--- config.mk ---
export PLATFORM = sky130hd
export DESIGN_NAME = dfe_pam4_ntap
export DESIGN_NICKNAME = d
export VERILOG_FILES = /design/src/rtl/dfe_pam4_ntap.sv
export SDC_FILE = /design/constraint.sdc
export NUM_CORES = 1
export LEC_CHECK = 0
export CAP_MARGIN = 20
export CORE_AREA = 3 3 158 160
export CTS_CLUSTER_DIAMETER = 200
export DETAILED_ROUTE_END_ITERATION = 12
export DIE_AREA = 0 0 161 163
export PLACE_DENSITY = 0.95
export SETUP_SLACK_MARGIN = 0.05
export SLEW_MARGIN = 20
export SYNTH_ARGS = -nofsm -noshare
export SYNTH_HDL_FRONTEND = slang
export SYNTH_SLANG_ARGS = --single-unit
--- constraint.sdc ---
create_clock -name clk -period 14.9 [get_ports clk]
set_input_delay 4.47 -clock clk [delete_from_list [all_inputs] [get_ports clk]]
set_output_delay 4.47 -clock clk [all_outputs]
set_load 0.01 [all_outputs]
--- src/rtl/dfe_pam4_ntap.sv ---
// dfe_pam4_ntap: N-tap decision-feedback equalizer with a PAM4 slicer.
// Define DFE_LMS_ADAPT_EN to enable sign-sign LMS tap adaptation.
module dfe_pam4_ntap #(
  parameter int NUM_TAPS          = 4,
  parameter int SIG_W             = 16,
  parameter int COEF_W            = 8,
  parameter int COEF_FRAC         = 6,
  parameter int SYMBOL_SEPARATION = 56,
  parameter int MU_STEP           = 1
) (
  input  logic                     clk,
  input  logic                     rstn,
  input  logic signed [SIG_W-1:0]  in_data,
  input  logic                     in_valid,
  output logic                     in_ready,
  input  logic                     coef_wr_en,
  input  logic [2:0]               coef_wr_addr,
  input  logic signed [COEF_W-1:0] coef_wr_data,
  output logic signed [SIG_W-1:0]  out_level,
  output logic [1:0]               out_symbol,
  output logic signed [SIG_W-1:0]  out_err,
  output logic                     out_valid,
  input  logic                     out_ready
);

  localparam int ACC_W = SIG_W + COEF_W + 4;

`ifdef DFE_LMS_ADAPT_EN
  localparam bit LMS_EN = 1'b1;
`else
  localparam bit LMS_EN = 1'b0;
`endif

  localparam logic signed [ACC_W:0] SMAX =
    {{(ACC_W-SIG_W+2){1'b0}}, {(SIG_W-1){1'b1}}};
  localparam logic signed [ACC_W:0] SMIN =
    {{(ACC_W-SIG_W+2){1'b1}}, {(SIG_W-1){1'b0}}};

  localparam int CMAX = (2 ** (COEF_W - 1)) - 1;
  localparam int CMIN = -(2 ** (COEF_W - 1));

  localparam logic signed [SIG_W-1:0] LV_P3 =
    SIG_W'(3 * SYMBOL_SEPARATION / 2);
  localparam logic signed [SIG_W-1:0] LV_P1 =
    SIG_W'(SYMBOL_SEPARATION / 2);
  localparam logic signed [SIG_W-1:0] LV_N1 =
    SIG_W'(-(SYMBOL_SEPARATION / 2));
  localparam logic signed [SIG_W-1:0] LV_N3 =
    SIG_W'(-(3 * SYMBOL_SEPARATION / 2));
  localparam logic signed [SIG_W-1:0] TH_P =
    SIG_W'(SYMBOL_SEPARATION);
  localparam logic signed [SIG_W-1:0] TH_Z = '0;
  localparam logic signed [SIG_W-1:0] TH_N =
    SIG_W'(-SYMBOL_SEPARATION);

  typedef enum logic [1:0] {
    IDLE = 2'd0,
    ACC  = 2'd1,
    DEC  = 2'd2,
    OUT  = 2'd3
  } state_t;

  state_t state_q, state_d;

  logic signed [SIG_W-1:0]  x_q, x_d;
  logic signed [SIG_W-1:0]  eq_q, eq_d;
  logic signed [SIG_W-1:0]  hist_q [NUM_TAPS];
  logic signed [SIG_W-1:0]  hist_d [NUM_TAPS];
  logic signed [COEF_W-1:0] coef_q [NUM_TAPS];
  logic signed [COEF_W-1:0] coef_d [NUM_TAPS];
  logic signed [SIG_W-1:0]  level_q, level_d;
  logic [1:0]               sym_q, sym_d;
  logic signed [SIG_W-1:0]  err_q, err_d;
  logic                     valid_q, valid_d;

  logic signed [ACC_W-1:0]  acc;
  logic signed [ACC_W:0]    diff;
  logic signed [SIG_W-1:0]  lvl_s;
  logic [1:0]               sym_s;
  logic signed [SIG_W-1:0]  err_s;

  function automatic logic signed [SIG_W-1:0] sat_sig(
    input logic signed [ACC_W:0] v
  );
    if (v > SMAX) begin
      return SMAX[SIG_W-1:0];
    end else if (v < SMIN) begin
      return SMIN[SIG_W-1:0];
    end
    return v[SIG_W-1:0];
  endfunction

  function automatic logic signed [COEF_W-1:0] sat_coef(
    input int v
  );
    if (v > CMAX) begin
      return COEF_W'(CMAX);
    end else if (v < CMIN) begin
      return COEF_W'(CMIN);
    end
    return COEF_W'(v);
  endfunction

  // Full-precision feedback sum; arithmetic shift drops the fraction.
  always_comb begin
    acc = '0;
    for (int k = 0; k < NUM_TAPS; k++) begin
      acc = acc + (ACC_W'(coef_q[k]) * ACC_W'(hist_q[k]));
    end
    diff = (ACC_W+1)'(x_q) - (ACC_W+1)'(acc >>> COEF_FRAC);
  end

  always_comb begin
    lvl_s = LV_N3;
    sym_s = 2'b00;
    if (eq_q >= TH_P) begin
      lvl_s = LV_P3;
      sym_s = 2'b10;
    end else if (eq_q >= TH_Z) begin
      lvl_s = LV_P1;
      sym_s = 2'b11;
    end else if (eq_q >= TH_N) begin
      lvl_s = LV_N1;
      sym_s = 2'b01;
    end
    err_s = eq_q - lvl_s;
  end

  always_comb begin
    state_d = state_q;
    x_d     = x_q;
    eq_d    = eq_q;
    hist_d  = hist_q;
    coef_d  = coef_q;
    level_d = level_q;
    sym_d   = sym_q;
    err_d   = err_q;
    valid_d = valid_q;
    unique case (state_q)
      IDLE: begin
        if (in_valid) begin
          x_d     = in_data;
          state_d = ACC;
        end
      end
      ACC: begin
        eq_d    = sat_sig(diff);
        state_d = DEC;
      end
      DEC: begin
        level_d   = lvl_s;
        sym_d     = sym_s;
        err_d     = err_s;
        valid_d   = 1'b1;
        hist_d[0] = lvl_s;
        for (int k = 1; k < NUM_TAPS; k++) begin
          hist_d[k] = hist_q[k-1];
        end
        // Sign-sign update uses the history before the shift.
        if (LMS_EN) begin
          for (int k = 0; k < NUM_TAPS; k++) begin
            if (err_s != 0 && hist_q[k] != 0) begin
              coef_d[k] = sat_coef(int'(coef_q[k]) +
                ((err_s[SIG_W-1] ^ hist_q[k][SIG_W-1]) ?
                 -MU_STEP : MU_STEP));
            end
          end
        end
        state_d = OUT;
      end
      OUT: begin
        if (out_ready) begin
          valid_d = 1'b0;
          state_d = IDLE;
        end
      end
      default: state_d = IDLE;
    endcase
    // Host writes land last so they override adaptation.
    for (int k = 0; k < NUM_TAPS; k++) begin
      if (coef_wr_en && coef_wr_addr == 3'(k)) begin
        coef_d[k] = coef_wr_data;
      end
    end
  end

  always_ff @(posedge clk) begin
    if (!rstn) begin
      state_q <= IDLE;
      x_q     <= '0;
      eq_q    <= '0;
      level_q <= '0;
      sym_q   <= '0;
      err_q   <= '0;
      valid_q <= 1'b0;
      for (int k = 0; k < NUM_TAPS; k++) begin
        hist_q[k] <= '0;
        coef_q[k] <= '0;
      end
    end else begin
      state_q <= state_d;
      x_q     <= x_d;
      eq_q    <= eq_d;
      level_q <= level_d;
      sym_q   <= sym_d;
      err_q   <= err_d;
      valid_q <= valid_d;
      hist_q  <= hist_d;
      coef_q  <= coef_d;
    end
  end

  assign in_ready   = (state_q == IDLE);
  assign out_level  = level_q;
  assign out_symbol = sym_q;
  assign out_err    = err_q;
  assign out_valid  = valid_q;

endmodule

==> results of run 1 <==
-- layout by cell type (no fill, tap or decap), types with 3 or more instances in the layout --
| cell | n |
|---|---|
| sky130_fd_sc_hd__a211oi_1 | 5 |
| sky130_fd_sc_hd__a21boi_0 | 52 |
| sky130_fd_sc_hd__a21o_1 | 15 |
| sky130_fd_sc_hd__a21oi_1 | 35 |
| sky130_fd_sc_hd__a31oi_1 | 3 |
| sky130_fd_sc_hd__and2_1 | 97 |
| sky130_fd_sc_hd__and3_1 | 3 |
| sky130_fd_sc_hd__clkbuf_16 | 9 |
| sky130_fd_sc_hd__clkdlybuf4s50_1 | 64 |
| sky130_fd_sc_hd__dfxtp_1 | 104 |
| sky130_fd_sc_hd__fa_1 | 286 |
| sky130_fd_sc_hd__ha_1 | 127 |
| sky130_fd_sc_hd__inv_1 | 348 |
| sky130_fd_sc_hd__mux2i_1 | 31 |
| sky130_fd_sc_hd__nand2_1 | 180 |
| sky130_fd_sc_hd__nand2b_1 | 27 |
| sky130_fd_sc_hd__nand3_1 | 6 |
| sky130_fd_sc_hd__nand4_1 | 4 |
| sky130_fd_sc_hd__nor2_1 | 37 |
| sky130_fd_sc_hd__nor2b_1 | 44 |
| sky130_fd_sc_hd__nor3_1 | 12 |
| sky130_fd_sc_hd__o211ai_1 | 5 |
| sky130_fd_sc_hd__o21a_1 | 8 |
| sky130_fd_sc_hd__o21ai_0 | 46 |
| sky130_fd_sc_hd__o21bai_1 | 5 |
| sky130_fd_sc_hd__o22ai_1 | 15 |
| sky130_fd_sc_hd__o2bb2ai_1 | 3 |
| sky130_fd_sc_hd__or2_2 | 6 |
| sky130_fd_sc_hd__or3_1 | 5 |
| sky130_fd_sc_hd__xnor2_1 | 19 |
| sky130_fd_sc_hd__xor2_1 | 12 |
-- path summary, 6_finish.rpt --
check / cells past startpoint / start / end / slack (ps)
max: 33 / out_level[14] / eq_q[6] / 4180
min reg2reg: 2 / out_err[15] / out_err[15] / 480
max reg2reg: 33 / out_level[14] / eq_q[6] / 4180
min: 2 / out_err[15] / out_err[15] / 480
-- cells by family (layout without fill, tap and decap cells) --
| group | after synthesis | after routing | share of synthesized area (%) |
|---|---|---|---|
| simple gates | 435 | 435 | 14.26 |
| fa+ha+maj | 414 | 414 | 47.82 |
| buf+inv | 410 | 431 | 10.62 |
| compound gates | 222 | 222 | 9.882 |
| flops | 104 | 104 | 13.59 |
| xor+xnor | 31 | 31 | 1.772 |
| mux | 31 | 31 | 2.025 |
| other cells | 1 | 2 | 0.02448 |
-- worst max-delay path: cells and delay by family, from the launching register on --
family | cells | cell delay (ps)
buffers and inverters | 5 | 300
adders and majority gates | 10 | 4840
and+or+nand+nor | 3 | 740
AOI/OAI and AO/OA | 15 | 3900
DFF | 1 | 760
-- power by group through the flow --
| stage | clock [uW] | combinational (uW) | sequential [uW] |
|---|---|---|---|
| 2_1_floorplan | 0 | 576 | 375 |
| 3_3_place_gp | 0 | 728 | 391 |
| 3_5_place_dp | 0 | 761 | 395 |
| 4_1_cts | 269 | 770 | 390 |
| 5_1_grt | 278 | 853 | 399 |
| 6_report | 270 | 783 | 394 |
-- area by class of cell --
class,instances,area (um^2),share of cell area (%)
Multi-Input combinational cell,1135,11620,70.88
Sequential cell,104,2082,12.70
Inverter,348,1306,7.969
Timing Repair Buffer,67,660.6,4.031
Tap cell,319,399.1,2.435
Clock buffer,9,225.2,1.374
Clock inverter,7,100.1,0.6107
-- routing by layer --
layer	vias up	global-route usage (%)	wire (um)
li1	5092	-	-
met1	5846	36.95	14280
met2	690	53.68	19530
met3	236	5.443	2811
met4	0	19.08	2731
met5	-	0	0
-- metrics by stage --
step	util (%)	cells	hold slack [ps]	cell area, um^2
final	69.62	1989	483.7	16390
after floorplan	-	1649	443.5	15320
after global placement	68.24	1973	459.3	16070
after CTS	69.62	1989	486.8	16390
after global routing	69.62	1989	504.2	16390
after detailed placement	68.24	1973	472.9	16070
-- registers in the layout (all words and copies together) (netlist names) --
register and flops:
hist_q 15, out_err 16, out_level 5, coef_q 32, state_q 2, out_symbol 1
out_valid 1, x_q 16, eq_q 16
==> metrics, run 1 <==
count of filler cells inserted in the layout 1573; Chip Height between 150 and 200 um; cell-internal power 807.8 uW; overall fraction of global-route tracks in use a little under a third; most numerous cell on the critical path sky130_fd_sc_hd__fa_1; Critical Path Slowest Stage Cell sky130_fd_sc_hd__dfxtp_1; share of the synthesized area in the top cell type a little under two fifths; gate count after technology mapping 1648; Setup Total Neg Slack 0 ps; relative contribution of sequential cells to total power 27.2%; final routed wirelength across all metal layers between 30000 and 40000 um; most frequently used cell type in the post-synthesis netlist sky130_fd_sc_hd__inv_1; area of the mapped netlist ~0.015 mm^2; transition time at the pin with the least slew margin 945.2 ps; critical path endpoint category flop; RD Place Congestion around 0.95; Synth top cells by count sky130_fd_sc_hd__inv_1, sky130_fd_sc_hd__fa_1, sky130_fd_sc_hd__nand2_1; count of nets after finishing 2111; cell at the root of the clock tree sky130_fd_sc_hd__clkbuf_16; count of instances resized after the clock tree is built 0; final worst-path cycle share 71.95%; critical path type flop to flop; clock buffer depth 2; leading post-synthesis cells by cell area sky130_fd_sc_hd__fa_1, sky130_fd_sc_hd__dfxtp_1, sky130_fd_sc_hd__ha_1, sky130_fd_sc_hd__inv_1, sky130_fd_sc_hd__nand2_1; share of power burned in combinational logic 54.1%; Clock Latency Late Sink 380 ps; CTS Sinks 104; I/O Pins ~70; total die area 0.02624 mm^2; sequential-to-total area share from yosys stat a little over an eighth; buffers inserted by post-CTS timing repair 0; Setup WS post-layout 4180 ps; Worst Clk Skew between 15 and 20 ps; largest net degree at the start of global routing roughly 110; drt first-iter violations between 1k and 1.5k; number of DRC violations after detailed routing 0; max-cap viol count 0; number of antenna violations at the first check in global routing 0; worst slew margin relative to its limit about 37%; number of vias after detailed routing approximately 12k; leftover overflow at the end of global routing 0; relative area change from synthesis to final layout 6.982%; worst slack at placement between 4000 and 5000 ps; half-perimeter wire length after detailed placement roughly 31000 um; biggest area consumer among synthesized cells sky130_fd_sc_hd__fa_1; number of library cell types mapped by synthesis 70; H-tree lvl count 3; EDFF count, synth 0; routed length per instance 19.78 um; Core ar. 0.02354 mm^2; global-route wire length before repair around 65000 um; count of standard-cell rows 56; setup repair after global routing missed its margin no; maximum vdd ir drop around 0.00008 V; Max Fanout on Critical Path 20; FFs w/ async S/R, synth 0%; mean post-synth cell area around 9.3 um^2; ratio of routed vias to standard cells roughly 6.0; number of detailed-routing iterations run before antenna repair 7; number of routed nets with antenna violations 0; Final min period 10720 ps; Max Clk Rate 93.28 MHz; switching fraction of total power between 40% and 50%; final slew viol count 0; largest stage delay on the critical path ~760 ps; post-synthesis sequential element count 104; Die Span X 161 um; leakage power figure between 0.008 and 0.009 uW; Antenna Cells 0; final-report setup violation count 0; power density of the placed cells 88.29 mW/mm^2; vias in the first global route roughly 13k; clock-pin slew of the registers on the worst-case setup and hold paths 80 ps; required time of the critical path 15110 ps; layout cells sized above 1 approximately 2.7%; predominant post-synthesis flop cell sky130_fd_sc_hd__dfxtp_1; count of synthesis-stage warnings from yosys 0; net switching power 639.3 uW; outcome complete, no violations; data arrival time of the critical path 10930 ps; initial core utilization around two thirds; Num CTS Buffers 9; TritonCTS clock tree built; overall power after layout ~1400 uW; Port Buffer Count 65; clock group share of total power 18.7%; worst min-delay path category flop to flop; final count of hold timing violations 0; cts-stage hold buffer count 0; crit start category flop
No activity file was read; power rests on OpenSTA's default activity.
==> run 2, diff against run 1 <==
Settings changed: CORE_AREA 3 3 158 160 to 3 3 167 169, DIE_AREA 0 0 161 163 to 0 0 170 172, PLACE_DENSITY 0.95 to 0.9.
Clock period 14.9 ns to 9.32 ns, I/O delays scaled along.
==> metrics, run 2 (synthesis results as in run 1) <==
CP endpoint eq_q[5]; RD Place Congestion 0.9843 (+3.2%); final slew viol count 0 (unchanged); leftover overflow at the end of global routing 0 (unchanged); power density of the placed cells 145.8 mW/mm^2 (+65%); CTS Sinks 104 (unchanged); Die Span X 170 um (+5.6%); buffer and inverter count on the worst path 8 (+3); ratio of routed vias to standard cells 5.634 (-5.5%); overall power after layout 2536 uW (+75%); Core ar. 0.02673 mm^2 (+14%); vias in the first global route 12.14k (-8.5%); clock-pin slew of the registers on the worst-case setup and hold paths 80 ps (about the same); worst-case reg-to-reg path depth 37 (+12%); drt first-iter violations 901 (-29%); routed length per instance 19.15 um (-3.2%); required time of the critical path 9560 ps (-5550 ps); Clock Latency Late Sink 370 ps (about the same); Most flops, register coef_q; count of nets after finishing 2178 (+3.2%); post-place instance area 0.01647 mm^2 (+2.5%); total die area 0.02924 mm^2 (+11%); final design area excluding fillers 0.01739 mm^2 (+6.1%); worst slew margin relative to its limit 35.20% (-1.8 points); half-perimeter wire length after detailed placement 31360 um (-0.14%); Critical Path Slowest Stage Cell sky130_fd_sc_hd__fa_1; final routed wirelength across all metal layers 39790 um (+1.1%); transition time at the pin with the least slew margin 972.0 ps (+26.82 ps); cell at the root of the clock tree sky130_fd_sc_hd__clkbuf_16; Setup Total Neg Slack 0 ps (unchanged); cts-stage hold buffer count 0 (unchanged); layout cells sized above 1 11.97% (+9.3 points); relative area change from synthesis to final layout 13.48%; final-report setup violation count 0 (unchanged); critical path endpoint category flop; maximum vdd ir drop 0.0001326 V (+68%); data arrival time of the critical path 9380 ps (-1550 ps); highest-count cells in the layout ignoring fill and taps sky130_fd_sc_hd__inv_1, sky130_fd_sc_hd__fa_1, sky130_fd_sc_hd__nand2_1, sky130_fd_sc_hd__ha_1, sky130_fd_sc_hd__and2_1; Worst Clk Skew 18.31 ps (+2.697 ps); Port Buffer Count 65 (unchanged); number of vias after detailed routing 11.71k (-1.3%); final count of hold timing violations 0 (unchanged); final worst-path cycle share 98.10% (+26 points); TritonCTS clock tree built; Chip Height 172 um (+5.5%); crit start category flop; largest net degree at the start of global routing 106 (unchanged); Largest register FFs 32 (unchanged); I/O Pins 68 (unchanged); Final min period 9143 ps (-1577 ps); largest stage delay on the critical path 560 ps (-200 ps); worst r2r src hist_q[14]; launch point of the critical path hist_q[14]; Num CTS Buffers 9 (unchanged); gate family responsible for the most delay along the worst path adder cells; initial core utilization 57.33% (-7.8 points); Antenna Cells 0 (unchanged); worst min-delay path category flop to flop; Max Clk Rate 109.4 MHz (+17%); outcome complete, no violations; stages on the worst setup path 37 (+12%); count of standard-cell rows 60 (+7.1%); most frequent standard cell in the layout excluding fill and tap cells sky130_fd_sc_hd__inv_1; max-cap viol count 0 (unchanged); clock buffer depth 2 (unchanged); number of routed nets with antenna violations 0 (unchanged); global-route wire length before repair 61270 um (-5.6%); number of detailed-routing iterations run before antenna repair 5 (-2); endpoint of the most critical register-to-register path eq_q[5]; H-tree lvl count 3 (unchanged); number of DRC violations after detailed routing 0 (unchanged); leakage power figure 0.008542 uW (+5.4%); setup repair after global routing missed its margin yes; Max Fanout on Critical Path 7 (-65%); most numerous cell on the critical path sky130_fd_sc_hd__fa_1; critical path type flop to flop; number of antenna violations at the first check in global routing 0 (unchanged); count of filler cells inserted in the layout 1963 (+25%); overall fraction of global-route tracks in use 26.75% (-4.6 points); setup slack on the worst flop-to-flop path 180 ps (-4000 ps)
## run 2: cell count changes in the layout (fill, tap and decap cells not counted), moves of 7 or more
cell                      previous run  this run
sky130_fd_sc_hd__dfxtp_4             0         9
sky130_fd_sc_hd__ha_1              127       117
sky130_fd_sc_hd__dfxtp_2             0        21
sky130_fd_sc_hd__dfxtp_1           104        74
sky130_fd_sc_hd__o21ai_0            46        37
sky130_fd_sc_hd__o22ai_1            15         5
sky130_fd_sc_hd__o22ai_2             0         9
sky130_fd_sc_hd__ha_4                0         7
sky130_fd_sc_hd__nand2_2             0         7
sky130_fd_sc_hd__nand2_1           180       172
sky130_fd_sc_hd__buf_4               2        62
## run 2: final cells by class
class | count | area, um^2 | share of cell area (%)
multi-input combinational | 1135 | 11990 | 68.95
sequential | 104 | 2142 | 12.32
inverter | 348 | 1306 | 7.513
timing repair buffer | 134 | 1215 | 6.988
tap | 341 | 426.7 | 2.454
clock buffer | 10 | 239.0 | 1.374
clock inverter | 6 | 70.07 | 0.4030
## run 2: worst min path at each step
stage | start | end | slack [ps] | cells after the start
floorplan | x_q[0] | x_q[0] | 440 | 2
global placement | out_err[4] | out_err[4] | 460 | 1
detailed placement | out_err[4] | out_err[4] | 470 | 1
CTS | x_q[0] | x_q[0] | 480 | 2
global route | x_q[14] | x_q[14] | 510 | 2
finish | x_q[11] | x_q[11] | 480 | 2
## run 2: stage by stage
stage	util, %	cells	hold WS, ps	setup WS [ps]
global placement	61.61	2043	461.0	-61.72
CTS	62.99	2060	481.1	63.51
finish	65.06	2078	477.4	177.0
detailed placement	61.61	2043	467.3	-230.1
global route	65.06	2078	510.0	-163.3
floorplan	-	1649	443.5	296.3
## run 2: timing repair
item / in CTS / in global routing
pin swaps: 2 / 47
buffers inserted: 1 / 16
gates cloned: 0 / 2
resized for setup: 19 / 111
hold endpoints to repair: 0 / 0
endpoints found under the setup margin: 16 / 16
## run 2: power breakdown
part | total, uW | internal [uW] | switching, uW
clock | 425 | 220 | 205
sequential | 612 | 527 | 85.5
combinational | 1500 | 683 | 815
## run 2: worst reg2reg max path: cells and delay by family (launching register included)
kind                       cells  cell delay (ps)
buffers and inverters          8              810
adders and majority gates     10             4670
DFF                            1              400
xor gates and xnor gates       1              210
AOI/OAI and AO/OA             12             2320
and+or+nand+nor                6              610
## run 2: layer usage
layer	global-route usage [%]	wire length (um)	vias to the layer above
li1	-	-	5251
met1	33.92	15040	5854
met2	46.40	20410	481
met3	3.201	2212	122
met4	12.06	2123	0
met5	0	0	-
